<file path="config.mk">
export PLATFORM = sky130hd
export DESIGN_NAME = garegga_gp9001_bridge
export DESIGN_NICKNAME = d
export VERILOG_FILES = /design/src/rtl/garegga_gp9001_bridge.sv
export SDC_FILE = /design/constraint.sdc
export NUM_CORES = 1
export LEC_CHECK = 0
export BUFFER_PORTS_ARGS = -buffer_cell sky130_fd_sc_hd__buf_4
export CORE_MARGIN = 2
export CORE_UTILIZATION = 50
export DETAILED_ROUTE_END_ITERATION = 10
export PLACE_DENSITY = 0.79
export SYNTH_ARGS = -nofsm -noshare
export SYNTH_HDL_FRONTEND = slang
export SYNTH_SLANG_ARGS = --single-unit
</file>
<file path="constraint.sdc">
create_clock -name CLK -period 2.3 [get_ports CLK]
set_input_delay 0.46 -clock CLK [delete_from_list [all_inputs] [get_ports CLK]]
set_output_delay 0.46 -clock CLK [all_outputs]
set_load 0.005 [all_outputs]
</file>
<file path="src/rtl/garegga_gp9001_bridge.sv">
`default_nettype none
// ============================================================================
// Module  : garegga_gp9001_bridge
// Brief   : 68000-side initiator turning GP9001 window accesses into GCU ops.
// Revision: 1.0 - initial release
// ============================================================================
module garegga_gp9001_bridge #(
    parameter int TIMEOUT_CYCLES = 255,
    parameter int TW             = 8
) (
    input  logic        CLK,
    input  logic        RESET,
    input  logic        CPU_CS,
    input  logic        CPU_RNW,
    input  logic [2:0]  CPU_ADDR,
    input  logic [15:0] CPU_DIN,
    output logic [15:0] CPU_DOUT,
    output logic        CPU_DTACK,
    output logic        GP9001CS,
    input  logic        GP9001ACK,
    output logic [15:0] GP9001DIN,
    input  logic [15:0] GP9001DOUT,
    output logic        GP9001_OP_SET_RAM_PTR,
    output logic        GP9001_OP_WRITE_RAM,
    output logic        GP9001_OP_READ_RAM_H,
    output logic        GP9001_OP_READ_RAM_L,
    output logic        GP9001_OP_SELECT_REG,
    output logic        GP9001_OP_WRITE_REG,
    output logic        BUSY,
    output logic        TIMEOUT_ERR
);

    typedef enum logic [1:0] {
        S_IDLE = 2'd0,
        S_REQ  = 2'd1,
        S_WAIT = 2'd2,
        S_DONE = 2'd3
    } state_t;

    // One-hot op vector bit positions
    localparam int c_OP_SET_PTR = 0;
    localparam int c_OP_WR_RAM  = 1;
    localparam int c_OP_RD_H    = 2;
    localparam int c_OP_RD_L    = 3;
    localparam int c_OP_SEL_REG = 4;
    localparam int c_OP_WR_REG  = 5;
    localparam logic [TW-1:0] c_CNT_LIMIT = TW'(TIMEOUT_CYCLES);

    state_t        r_state, w_state_nx;
    logic          r_cs_d;
    logic          r_rnw, w_rnw_nx;
    logic [TW-1:0] r_cnt, w_cnt_nx, w_cnt_inc;
    logic          r_gcs, w_gcs_nx;
    logic [5:0]    r_op, w_op_nx, w_dec_op;
    logic [15:0]   r_gdin, w_gdin_nx;
    logic [15:0]   r_dout, w_dout_nx;
    logic          r_dtack, w_dtack_nx;
    logic          r_toerr, w_toerr_nx;
    logic          w_start;

    assign w_start   = CPU_CS & ~r_cs_d;
    assign w_cnt_inc = r_cnt + TW'(1);

    // Unsupported reads decode to no op and complete without touching the GCU
    always_comb begin
        w_dec_op = '0;
        if (!CPU_RNW) begin
            case (CPU_ADDR[2:1])
                2'd0:    w_dec_op[c_OP_SET_PTR] = 1'b1;
                2'd1:    w_dec_op[c_OP_WR_RAM]  = 1'b1;
                2'd2:    w_dec_op[c_OP_SEL_REG] = 1'b1;
                default: w_dec_op[c_OP_WR_REG]  = 1'b1;
            endcase
        end else if (CPU_ADDR == 3'd2) begin
            w_dec_op[c_OP_RD_H] = 1'b1;
        end else if (CPU_ADDR == 3'd3) begin
            w_dec_op[c_OP_RD_L] = 1'b1;
        end
    end

    always_comb begin
        w_state_nx = r_state;
        w_rnw_nx   = r_rnw;
        w_cnt_nx   = r_cnt;
        w_gcs_nx   = r_gcs;
        w_op_nx    = r_op;
        w_gdin_nx  = r_gdin;
        w_dout_nx  = r_dout;
        w_dtack_nx = r_dtack;
        w_toerr_nx = 1'b0;
        case (r_state)
            S_IDLE: begin
                if (w_start) begin
                    w_rnw_nx  = CPU_RNW;
                    w_gdin_nx = CPU_DIN;
                    w_cnt_nx  = '0;
                    if (w_dec_op != '0) begin
                        w_state_nx = S_REQ;
                        w_gcs_nx   = 1'b1;
                        w_op_nx    = w_dec_op;
                    end else begin
                        w_state_nx = S_DONE;
                        w_dout_nx  = 16'hFFFF;
                    end
                end
            end
            S_REQ: w_state_nx = S_WAIT;
            S_WAIT: begin
                w_cnt_nx = w_cnt_inc;
                // ACK is tested first so a same-cycle timeout loses
                if (GP9001ACK) begin
                    if (r_rnw) w_dout_nx = GP9001DOUT;
                    w_gcs_nx   = 1'b0;
                    w_op_nx    = '0;
                    w_dtack_nx = 1'b1;
                    w_state_nx = S_DONE;
                end else if (w_cnt_inc == c_CNT_LIMIT) begin
                    w_dout_nx  = 16'hFFFF;
                    w_gcs_nx   = 1'b0;
                    w_op_nx    = '0;
                    w_dtack_nx = 1'b1;
                    w_toerr_nx = 1'b1;
                    w_state_nx = S_DONE;
                end
            end
            default: begin
                // Entered without DTACK only from a no-op read; raise it first
                if (!r_dtack) begin
                    w_dtack_nx = 1'b1;
                end else if (!CPU_CS) begin
                    w_dtack_nx = 1'b0;
                    w_state_nx = S_IDLE;
                end
            end
        endcase
    end

    always_ff @(posedge CLK) begin
        if (RESET) begin
            r_state <= S_IDLE;
            r_cs_d  <= 1'b1;
            r_rnw   <= 1'b0;
            r_cnt   <= '0;
            r_gcs   <= 1'b0;
            r_op    <= '0;
            r_gdin  <= '0;
            r_dout  <= '0;
            r_dtack <= 1'b0;
            r_toerr <= 1'b0;
        end else begin
            r_state <= w_state_nx;
            r_cs_d  <= CPU_CS;
            r_rnw   <= w_rnw_nx;
            r_cnt   <= w_cnt_nx;
            r_gcs   <= w_gcs_nx;
            r_op    <= w_op_nx;
            r_gdin  <= w_gdin_nx;
            r_dout  <= w_dout_nx;
            r_dtack <= w_dtack_nx;
            r_toerr <= w_toerr_nx;
        end
    end

    assign CPU_DOUT              = r_dout;
    assign CPU_DTACK             = r_dtack;
    assign GP9001CS              = r_gcs;
    assign GP9001DIN             = r_gdin;
    assign GP9001_OP_SET_RAM_PTR = r_op[c_OP_SET_PTR];
    assign GP9001_OP_WRITE_RAM   = r_op[c_OP_WR_RAM];
    assign GP9001_OP_READ_RAM_H  = r_op[c_OP_RD_H];
    assign GP9001_OP_READ_RAM_L  = r_op[c_OP_RD_L];
    assign GP9001_OP_SELECT_REG  = r_op[c_OP_SEL_REG];
    assign GP9001_OP_WRITE_REG   = r_op[c_OP_WR_REG];
    assign BUSY                  = (r_state != S_IDLE);
    assign TIMEOUT_ERR           = r_toerr;

endmodule
`default_nettype wire

</file>
# After elaboration in Yosys (flattened, before gate mapping)

Cells that the tools add are included.

Add/sub/neg operators: 1
Bitwise operators: 4
Muxes and demuxes: 41
Eq/ne operators: 13
Reduce and logical (&&, ||, !) cells: 15

Operators by type and width:

| operator                                                                 | number |
|---|---|
| 16-bit two-way mux                                                       | 5 |
| 16-bit one-hot mux with 2 select lines                                   | 1 |
| 6-bit two-way mux                                                        | 4 |
| 2-bit two-way mux                                                        | 9 |
| 1-bit two-way mux                                                        | 16 |
| 8-bit one-hot mux with 2 select lines                                    | 1 |
| 6-bit one-hot mux with 2 select lines                                    | 1 |
| 8-bit by 1-bit adder with 8-bit output (second input constant)           | 1 |
| 8-bit equality test (second input constant)                              | 1 |
| 8-bit two-way mux                                                        | 1 |
| 4-bit AND reduction                                                      | 2 |
| 3-bit by 2-bit equality test with 1-bit output (second input constant)   | 2 |
| 2-bit inequality test (second input constant)                            | 3 |
| 3-bit inequality test (second input constant)                            | 2 |
| 2-bit one-hot mux with 3 select lines                                    | 1 |
| 2-bit AND reduction                                                      | 3 |
| 6-bit nonzero test                                                       | 1 |
| 3-bit OR reduction                                                       | 2 |
| 5-bit AND reduction                                                      | 1 |
| 2-bit by 1-bit equality test with 1-bit output (second input constant)   | 2 |
| 2-bit equality test (second input constant)                              | 2 |
| 2-bit zero test                                                          | 2 |
| 4-bit by 1-bit inequality test with 1-bit output (second input constant) | 1 |
| 1-bit one-hot mux with 2 select lines                                    | 2 |
| 5 further kinds                                                          | 8 |

Bits of input ports: 40
Register bits after elaboration: 53
Output and inout port bits: 42
Word-level logic and storage cells: 84

# Logic depth before layout (Yosys ltp)

Gate-level depths: netlist of the first run.

Depth after elaboration: 8
Gate-level depth with buffers: 10
Mapped depth without buffers: 7

# Worst setup path after synthesis of the first run

No wires, ideal clock.

Path kind: reg-to-reg
Start: register r_state[0]
End: register r_dout[10] (netlist: CPU_DOUT[10])
Cell stages (with the launch flop): 11
Setup slack: 0.341 ns
Required time: 2.185 ns
Period minus slack after synthesis: 1.959 ns
Buffers on the path: 3
Arrival time: 1.844 ns
Library setup time: 0.115 ns
Cells stage by stage: dfxtp_1 inv_1 ha_1 buf_2 and3b_1 buf_2 a31oi_1 nor3_2 buf_2 a21oi_1 o21a_1

Cells in the longest elaborated chain, start to end: 3
Elaborated cells on any way between the ends: 9
Classes of those cells: eq/ne: 5; mux: 1; reduce/logical: 3

Ends and longest elaborated chain:

| element                                                       | RTL line | text |
|---|---|---|
| start: declaration                                            | 49       | `state_t r_state, w_state_nx;` |
| start signal: assignment                                      | 151      | `r_state <= w_state_nx;` |
| 2-bit equality test / 2-bit zero test (equally long branches) | 91       | `case (r_state)` |
| 3-bit inequality test (no line), or another cell as far along | --       |  |
| 5-bit AND reduction (no line)                                 | --       |  |
| end signal: assignment                                        | 158      | `r_dout <= w_dout_nx;` |
| end: declaration                                              | 56       | `logic [15:0] r_dout, w_dout_nx;` |

Several ways; a longest one is shown, not always the timed one.
A chain may end at the register's enable or synchronous reset.

# Final worst setup path of the first run

Start: register r_cnt[0]
End: register r_op[1]

Cells in the longest elaborated chain, start to end: 4

Ends and longest elaborated chain:

| element                                | RTL line | text |
|---|---|---|
| start: declaration                     | 52       | `logic [TW-1:0] r_cnt, w_cnt_nx, w_cnt_inc;` |
| start signal: assignment               | 154      | `r_cnt <= w_cnt_nx;` |
| 8-bit by 1-bit adder with 8-bit output | 62       | `assign w_cnt_inc = r_cnt + TW'(1);` |
| 8-bit equality test                    | 117      | `end else if (w_cnt_inc == c_CNT_LIMIT) begin` |
| 3-bit inequality test (no line)        | --       |  |
| 4-bit AND reduction (no line)          | --       |  |
| end signal: assignment                 | 156      | `r_op <= w_op_nx;` |
| end: declaration                       | 54       | `logic [5:0] r_op, w_op_nx, w_dec_op;` |

Every way passes these cells.

==> results of run 1 <==
## kinds of logic after synthesis
family	Yosys count
xor gates and xnor gates	2
AOI/OAI and AO/OA	81
DFF	53
buffers and inverters	37
muxes	8
and+or+nand+nor	99
adders and majority gates	6
## cell usage in the layout (no fill, tap or decap), drive strengths merged, types with 2 or more instances in the layout
master,count
o21a,16
a21oi,42
nand2,42
and3,2
a311oi,4
buf,88
nand4,2
nor2,16
nand3b,2
inv,23
mux2i,8
nor4,3
nor2b,4
nor3,4
o21ai,11
and4,2
ha,6
nand3,7
clkbuf,5
nand2b,11
a31oi,2
dfxtp,53
## critical path: stages (launching register included)
cell,delay [ps]
dfxtp_1,360
ha_1,280
and3_1,240
o21ba_2,220
o221ai_1,340
nand4_2,180
buf_4,210
mux2i_1,120
## per-stage QoR
step | area [µm²] | instances | worst slack (ps)
detailed placement | 3050 | 413 | 125
global placement | 3050 | 413 | 245
floorplan | 2390 | 286 | 341
CTS | 3150 | 420 | 103
global route | 3170 | 421 | 75.8
finish | 3170 | 421 | 245
## cell type report
type	count	area share, %
clock buffer	5	2.17
clock inverter	2	1.10
sequential	53	33.4
multi-input combinational	196	37.2
tap	54	2.13
timing repair buffer	88	21.2
inverter	23	2.72
## worst max path at each step
stage | startpoint | end | cells past startpoint
2_1_floorplan | r_state[0]$_SDFFE_PP0P_ | CPU_DOUT[10]$_SDFFE_PP0P_ | 10
3_3_place_gp | r_cnt[0]$_SDFFE_PP0P_ | CPU_DOUT[1]$_SDFFE_PP0P_ | 6
3_5_place_dp | r_cnt[0]$_SDFFE_PP0P_ | CPU_DOUT[13]$_SDFFE_PP0P_ | 6
4_1_cts | r_cnt[0]$_SDFFE_PP0P_ | CPU_DOUT[13]$_SDFFE_PP0P_ | 6
5_1_grt | r_state[0]$_SDFFE_PP0P_ | r_op[3]$_SDFFE_PP0P_ | 8
6_report | r_cnt[0]$_SDFFE_PP0P_ | r_op[1]$_SDFFE_PP0P_ | 7
## registers in the layout (all words and copies together), names as in the netlist
name and count:
CPU_DOUT 16, CPU_DTACK 1, GP9001CS 1, GP9001DIN 16
TIMEOUT_ERR 1, r_cnt 8, r_cs_d 1, r_op 6
r_rnw 1, r_state 2
## power breakdown
part           total (mW)  internal, mW  switching [mW]
combinational       0.321         0.165           0.155
sequential          0.987         0.960          0.0272
clock               0.608         0.317           0.292
## metal layers
layer  track usage [%]  up-vias  wire, µm
met5                 0        -         0
met4              8.02        0        81
met3              5.11        8       284
met2              35.7       53      2730
met1              24.2     1017      2360
li1                  -     1132         -
==> results.toml, run 1 <==
[logic_synthesis]
synthXorXnorAreaFrac_pct = 1.05
synth_seq_cells = 53
ys.flop_type = "dfxtp_1"
syn-num-nets = 332
avgSynthCellArea_um2 = 8.37
ys_seq_area_share_pct = 44.3
syn_inst = 286
synth_area_leaders = "dfxtp_1 44%, a21oi_1 8.8%, nand2_1 6.6%"
synthTopCellsByCount = "53 x dfxtp_1, 42 x a21oi_1, 42 x nand2_1"
synth_top_family_by_area = "compound AO/OA/AOI/OAI gates"
synth_most_common_cell = "dfxtp_1"
synthMuxAreaShare_pct = 3.35
synth_compound_area_share_pct = 21.1
synth_edf_count = 0
synth.distinct_cells = 42
ys_warn_count = 0
synthSimpleGateAreaFrac_pct = 20.8
synth_fa_ha_area_share_pct = 3.14
yosysTopAreaCellShare_pct = 44.3
ys_async_sr_fraction_pct = 0
synth_area_mm2 = 0.00239
yosys.area.top_type = "dfxtp_1"

[cts]
cts-hold-fix-buffers = 0
htree_num_levels = 2
cts_resized = 0
cts-root-buf = "clkbuf_8"
clockBufferDepth = 2
numClockSinks = 53
cts_tree = "yes"
cts_buffers = 5
postCtsSetupRepairBufs = 0
path_clk_slew_ps = 90
insertion_delay_ps = 310

[routing]
wire_per_inst_um = 13.0
ant_nets = 0
drc = 0
vias = 2210
avgViaCountPerCell = 5.25
drt-initial-drc-count = 58
totalWireLength_mm = 5.46
drtPass1Iterations = 4

[pwr]
leakage_nw = 1.42
finalPower_mw = 1.92
p_per_area_mw_per_mm2 = 604
ir_drop_uv = 359

[sta]
finalSetupViolCount = 0
setup_tns_ps = 0
relSlewSlack_pct = 60.2
whs_ps = 375
drv_slew = 0
clock_skew_ps = 6.92
rsz0062_at_grt = "false"
finalCritPeriodShare_pct = 89.4
tightest_slew_ps = 597
hold_viol = 0
period_needed_ps = 2060
max_clock_freq_mhz = 487

[die]
dieArea_mm2 = 0.00536
ios = 82
core-area_mm2 = 0.00466
start_util_pct = 51.4
fp.dieH_um = 73.2
die_w_um = 73.2
rows = 25

[global_route]
grt.overflow.total = 0
antenna_found_initial = 0
first_global_vias = 2009
grt_pass1_wl_mm = 8.65
grt_max_degree = 59
grt_use_total_pct = 20.6

[run]
drv_cap = 0

[placed_design]
place_hpwl_mm = 3.89
gp_congestion = 0.817
numPortBuffers = 81

[worst_hold_path]
worstHoldEndpoint = "r_cs_d$_SDFF_PP1_"
hold_path_class = "in2reg"
holdCritStartpoint = "CPU_CS"
hold_depth = 2

[final_layout]
fillers = 395
num_antenna_cells = 0
regArea_mm2 = 0.00106
nNetsFinal = 413
multi_input_area_mm2 = 0.00118
final_util_pct = 68.1
drive_gt1_share_pct = 28.3
areaGrowthSynthToFinish_pct = 32.6

[setup_path]
r2r-start = "r_cnt[0]$_SDFFE_PP0P_"
start_kind = "flip-flop"
critPathMaxFanout = 6
cp.required_ps = 2500
r2r_cells = 7
r2r_setup_slack_ps = 240
reg2reg_to = "r_op[1]$_SDFFE_PP0P_"
worst_setup_path_end_kind = "flip-flop"
crit_arrival_ps = 2250
crit_type = "reg2reg"

[outcome]
status = "completed"
Power figures use the tool's default switching activity.
==> run 2: changes to the inputs <==
- clock period: 2.3 -> 2.19 ns (I/O delays scaled with it)
==> results.toml, run 2 (synthesis results as in run 1) <==
[setup_path]
start_kind = "flip-flop"
cp.required_ps = 2390
crit_family = "compound AO/OA/AOI/OAI gates"
critPathMaxStageDelay_ps = 360
crit_arrival_ps = 2230
crit_chain = "ha_1 > and3_1 > o21ba_2 > o221ai_1 > nand4_2 > buf_4 > mux2i_1"
r2r-start = "r_cnt[0]$_SDFFE_PP0P_"
worst_setup_path_end_kind = "flip-flop"
reg2reg_to = "r_op[0]$_SDFFE_PP0P_"
crit_type = "reg2reg"
r2r_setup_slack_ps = 160
critPathBufInv = 1
slowest_stage = "dfxtp_1"
critPathMaxFanout = 6
r2r_cells = 7

[cts]
path_clk_slew_ps = 100
numClockSinks = 53
cts_tree = "yes"
cts-hold-fix-buffers = 0
cts_buffers = 5
insertion_delay_ps = 300
cts-root-buf = "clkbuf_8"
htree_num_levels = 2
clockBufferDepth = 2

[placed_design]
place_hpwl_mm = 3.74
numPortBuffers = 81
dp_slack_ps = 51.7
gp_congestion = 0.805

[die]
fp.dieH_um = 73.2
ios = 82
rows = 25
core-area_mm2 = 0.00466
start_util_pct = 51.4
dieArea_mm2 = 0.00536
die_w_um = 73.2

[sta]
setup_tns_ps = 0
rsz0062_at_grt = "false"
clock_skew_ps = 8.43
tightest_slew_ps = 586
finalSetupViolCount = 0
relSlewSlack_pct = 60.7
setup_ws_ps = 158
finalCritPeriodShare_pct = 92.8
period_needed_ps = 2030
max_clock_freq_mhz = 492
drv_slew = 0
hold_viol = 0

[routing]
vias = 2194
drc = 0
totalWireLength_mm = 5.24
drtPass1Iterations = 4
drt-initial-drc-count = 93
ant_nets = 0
wire_per_inst_um = 12.4
avgViaCountPerCell = 5.20

[global_route]
grt_use_total_pct = 20.3
antenna_found_initial = 0
grt.overflow.total = 0
first_global_vias = 1936
grt_pass1_wl_mm = 8.57
grt_max_degree = 59

[worst_hold_path]
hold_depth = 2
worstHoldEndpoint = "r_cs_d$_SDFF_PP1_"
hold_path_class = "in2reg"
holdCritStartpoint = "CPU_CS"

[pwr]
ir_drop_uv = 406
seq_power_share_pct = 54.4
switching_share_pct = 26.2
finalPower_mw = 1.91
clkPwrFrac_pct = 28.0
p_comb_share_pct = 17.6
p_switching_mw = 0.500
p_int_mw = 1.41
leakage_nw = 1.41
p_per_area_mw_per_mm2 = 605

[run]
drv_cap = 0

[final_layout]
nNetsFinal = 413
final_util_pct = 67.6
areaGrowthSynthToFinish_pct = 31.6
num_antenna_cells = 0
fillers = 389
final_common_cell = "buf_4"
drive_gt1_share_pct = 28.8
layout_common_cells = "88 x buf_4, 53 x dfxtp_1, 42 x nand2_1"

[outcome]
status = "completed"
run 2: cell types whose count changed in the layout (fill, tap and decap cells not counted), sizes merged:
cell,change
clkbuf,+1
clkinv,-1
bufinv,-1
clkinvlp,+2
run 2: layout make-up:
type	count	area, µm²	area share [%]
multi-input combinational	196	1190	37.7
sequential	53	1060	33.7
timing repair buffer	88	661	21.0
inverter	23	86.3	2.74
clock buffer	6	72.6	2.30
tap	54	67.6	2.14
clock inverter	2	15.0	0.477
run 2: how the worst max path moves through the flow:
stage               slack [ps]  depth (start not counted)               startpoint                   endpoint
detailed placement          50                          6    r_cnt[0]$_SDFFE_PP0P_  CPU_DOUT[12]$_SDFFE_PP0P_
floorplan                  230                         10  r_state[0]$_SDFFE_PP0P_  CPU_DOUT[10]$_SDFFE_PP0P_
CTS                         30                          6    r_cnt[0]$_SDFFE_PP0P_  CPU_DOUT[12]$_SDFFE_PP0P_
global route                 6                          7  r_state[0]$_SDFFE_PP0P_      r_cnt[2]$_SDFFE_PP0P_
finish                     160                          7    r_cnt[0]$_SDFFE_PP0P_       r_op[0]$_SDFFE_PP0P_
global placement           120                          6    r_cnt[0]$_SDFFE_PP0P_  CPU_DOUT[15]$_SDFFE_PP0P_
run 2: repair_timing:
action,CTS,global route
gates resized for setup,0,2
endpoints found under the setup margin,0,22
setup buffers,0,2
run 2: power groups by stage:
stage	logic, mW	clock network (mW)	registers (mW)
2_1_floorplan	0.170	0	1.06
3_3_place_gp	0.324	0	1.06
3_5_place_dp	0.330	0	1.06
4_1_cts	0.332	0.552	1.04
5_1_grt	0.371	0.588	1.04
6_report	0.336	0.534	1.04
run 2: layer usage:
metal	global-route usage [%]	vias up	share of wire, %
li1	-	1130	-
met1	27.2	1006	45
met2	32.8	53	49
met3	4.42	5	5.2
met4	5.56	0	1.1
met5	0	-	0
run 2: through the flow:
step	hold slack [ps]	cell area [µm²]	instances
2_1_floorplan	437	2390	286
3_3_place_gp	443	3040	412
3_5_place_dp	447	3040	412
4_1_cts	345	3130	420
5_1_grt	353	3150	422
6_report	358	3150	422
==> run 3: changes to the inputs <==
--- a/config.mk
+++ b/config.mk
@@ -7,5 +7,4 @@
 export LEC_CHECK = 0
 export BUFFER_PORTS_ARGS = -buffer_cell sky130_fd_sc_hd__buf_4
-export CORE_MARGIN = 2
 export CORE_UTILIZATION = 50
 export DETAILED_ROUTE_END_ITERATION = 10
==> constraint.sdc (replaced) <==
create_clock -name CLK -period 2.19 [get_ports CLK]
set_input_delay 0.438 -clock CLK [delete_from_list [all_inputs] [get_ports CLK]]
set_output_delay 0.438 -clock CLK [all_outputs]
set_load 0.02 [all_outputs]
==> results.toml, run 3 (synthesis results as in run 1) <==
[cts]
cts_tree = "yes"
insertion_delay_ps = 310
cts_resized = 0
cts-root-buf = "clkbuf_8"
numClockSinks = 53
path_clk_slew_ps = 100
clockBufferDepth = 2
cts_buffers = 5
postCtsSetupRepairBufs = 0
cts-hold-fix-buffers = 0
htree_num_levels = 2

[final_layout]
layout_common_cells = "90 x buf_4, 53 x dfxtp_1, 42 x nand2_1, 42 x a21oi_1, 23 x inv_1"
final_common_cell = "buf_4"
num_antenna_cells = 0
fin_cells = 422
nNetsFinal = 415
final_util_pct = 70.7
drive_gt1_share_pct = 28.9
areaGrowthSynthToFinish_pct = 32.2
final_area_mm2 = 0.00316

[setup_path]
crit_arrival_ps = 2210
critPathMaxFanout = 6
start_kind = "flip-flop"
critPathMaxStageDelay_ps = 360
crit_chain = "ha_1 > and3_1 > o21ba_2 > o221ai_1 > nand4_2 > buf_4 > mux2i_1"
critPathBufInv = 1
crit_family = "compound AO/OA/AOI/OAI gates"
crit_type = "reg2reg"
cp.required_ps = 2390
slowest_stage = "dfxtp_1"
worst_setup_path_end_kind = "flip-flop"

[sta]
relSlewSlack_pct = 63.4
finalCritPeriodShare_pct = 91.7
tightest_slew_ps = 549
hold_viol = 0
setup_tns_ps = 0
drv_slew = 0
clock_skew_ps = 9.45
max_clock_freq_mhz = 498
finalSetupViolCount = 0
setup_ws_ps = 183
period_needed_ps = 2010
rsz0062_at_grt = "false"

[outcome]
status = "finished, violations left"
failed_checks = "design-rule violations"

[die]
dieArea_mm2 = 0.00507
start_util_pct = 53.5
rows = 24
fp.dieH_um = 71.2
core-area_mm2 = 0.00447
die_w_um = 71.2
ios = 82

[routing]
drc = 8
vias = 2270
avgViaCountPerCell = 5.38
totalWireLength_mm = 5.45
wire_per_inst_um = 12.9
drtPass1Iterations = 7
ant_nets = 0
drt-initial-drc-count = 81

[placed_design]
gp_congestion = 0.838
placed_area_mm2 = 0.00307
place_hpwl_mm = 3.91
dp_slack_ps = 223
numPortBuffers = 81
dp.cells = 414

[global_route]
grt.overflow.total = 0
grt_max_degree = 59
grt_use_total_pct = 21.5
grt_pass1_wl_mm = 8.76
antenna_found_initial = 0
first_global_vias = 2001

[pwr]
ir_drop_uv = 339
leakage_nw = 1.42
p_per_area_mw_per_mm2 = 630

[run]
drv_cap = 0

[worst_hold_path]
hold_path_class = "in2reg"
## run 3: cell types whose count changed in the layout (fill, tap and decap cells not counted)
| cell | previous run | this run |
|---|---|---|
| buf_4 | 88 | 90 |
| clkbuf_1 | 1 | 0 |
| a21oi_2 | 1 | 0 |
| ha_1 | 5 | 6 |
| a21oi_1 | 41 | 42 |
| ha_2 | 1 | 0 |
| inv_8 | 0 | 1 |
## run 3: area by class of cell
type	count	area, µm²
Timing Repair Buffer	90	676
Tap cell	52	65.1
Multi-Input combinational cell	196	1180
Fill cell	372	1310
Sequential cell	53	1060
Clock buffer	5	68.8
Clock inverter	3	26.3
Inverter	23	86.3
## run 3: per-stage QoR
stage / hold slack [ps] / total power, mW
floorplan: 437 / 1.28
global placement: 443 / 1.44
detailed placement: 449 / 1.44
CTS: 348 / 2.01
global route: 348 / 2.08
finish: 356 / 1.99
## run 3: worst paths after layout
kind                                                 from                         to  slack (ps)  cells past startpoint
worst min-delay path                               CPU_CS          r_cs_d$_SDFF_PP1_         360                      2
worst max-delay path                r_cnt[0]$_SDFFE_PP0P_       r_op[0]$_SDFFE_PP0P_         180                      7
worst min register to register  GP9001DIN[8]$_SDFFE_PP0P_  GP9001DIN[8]$_SDFFE_PP0P_         460                      2
worst max register to register      r_cnt[0]$_SDFFE_PP0P_       r_op[0]$_SDFFE_PP0P_         180                      7
## run 3: metal layers
metal / vias up / part of all wire [%] / wire, µm / global-route usage (%)
met5: - / 0 / 0 / 0
met4: 0 / 1.5 / 82 / 7.11
met3: 11 / 6.4 / 348 / 4.84
met2: 87 / 49 / 2670 / 37.4
met1: 1038 / 43 / 2350 / 26.1
li1: 1134 / - / - / -
## run 3: power breakdown
part / total (mW) / switching, mW / internal (mW)
clock: 0.572 / 0.339 / 0.233
sequential: 1.04 / 0.0283 / 1.01
combinational: 0.384 / 0.208 / 0.176
total: 1.99 / 0.575 / 1.42
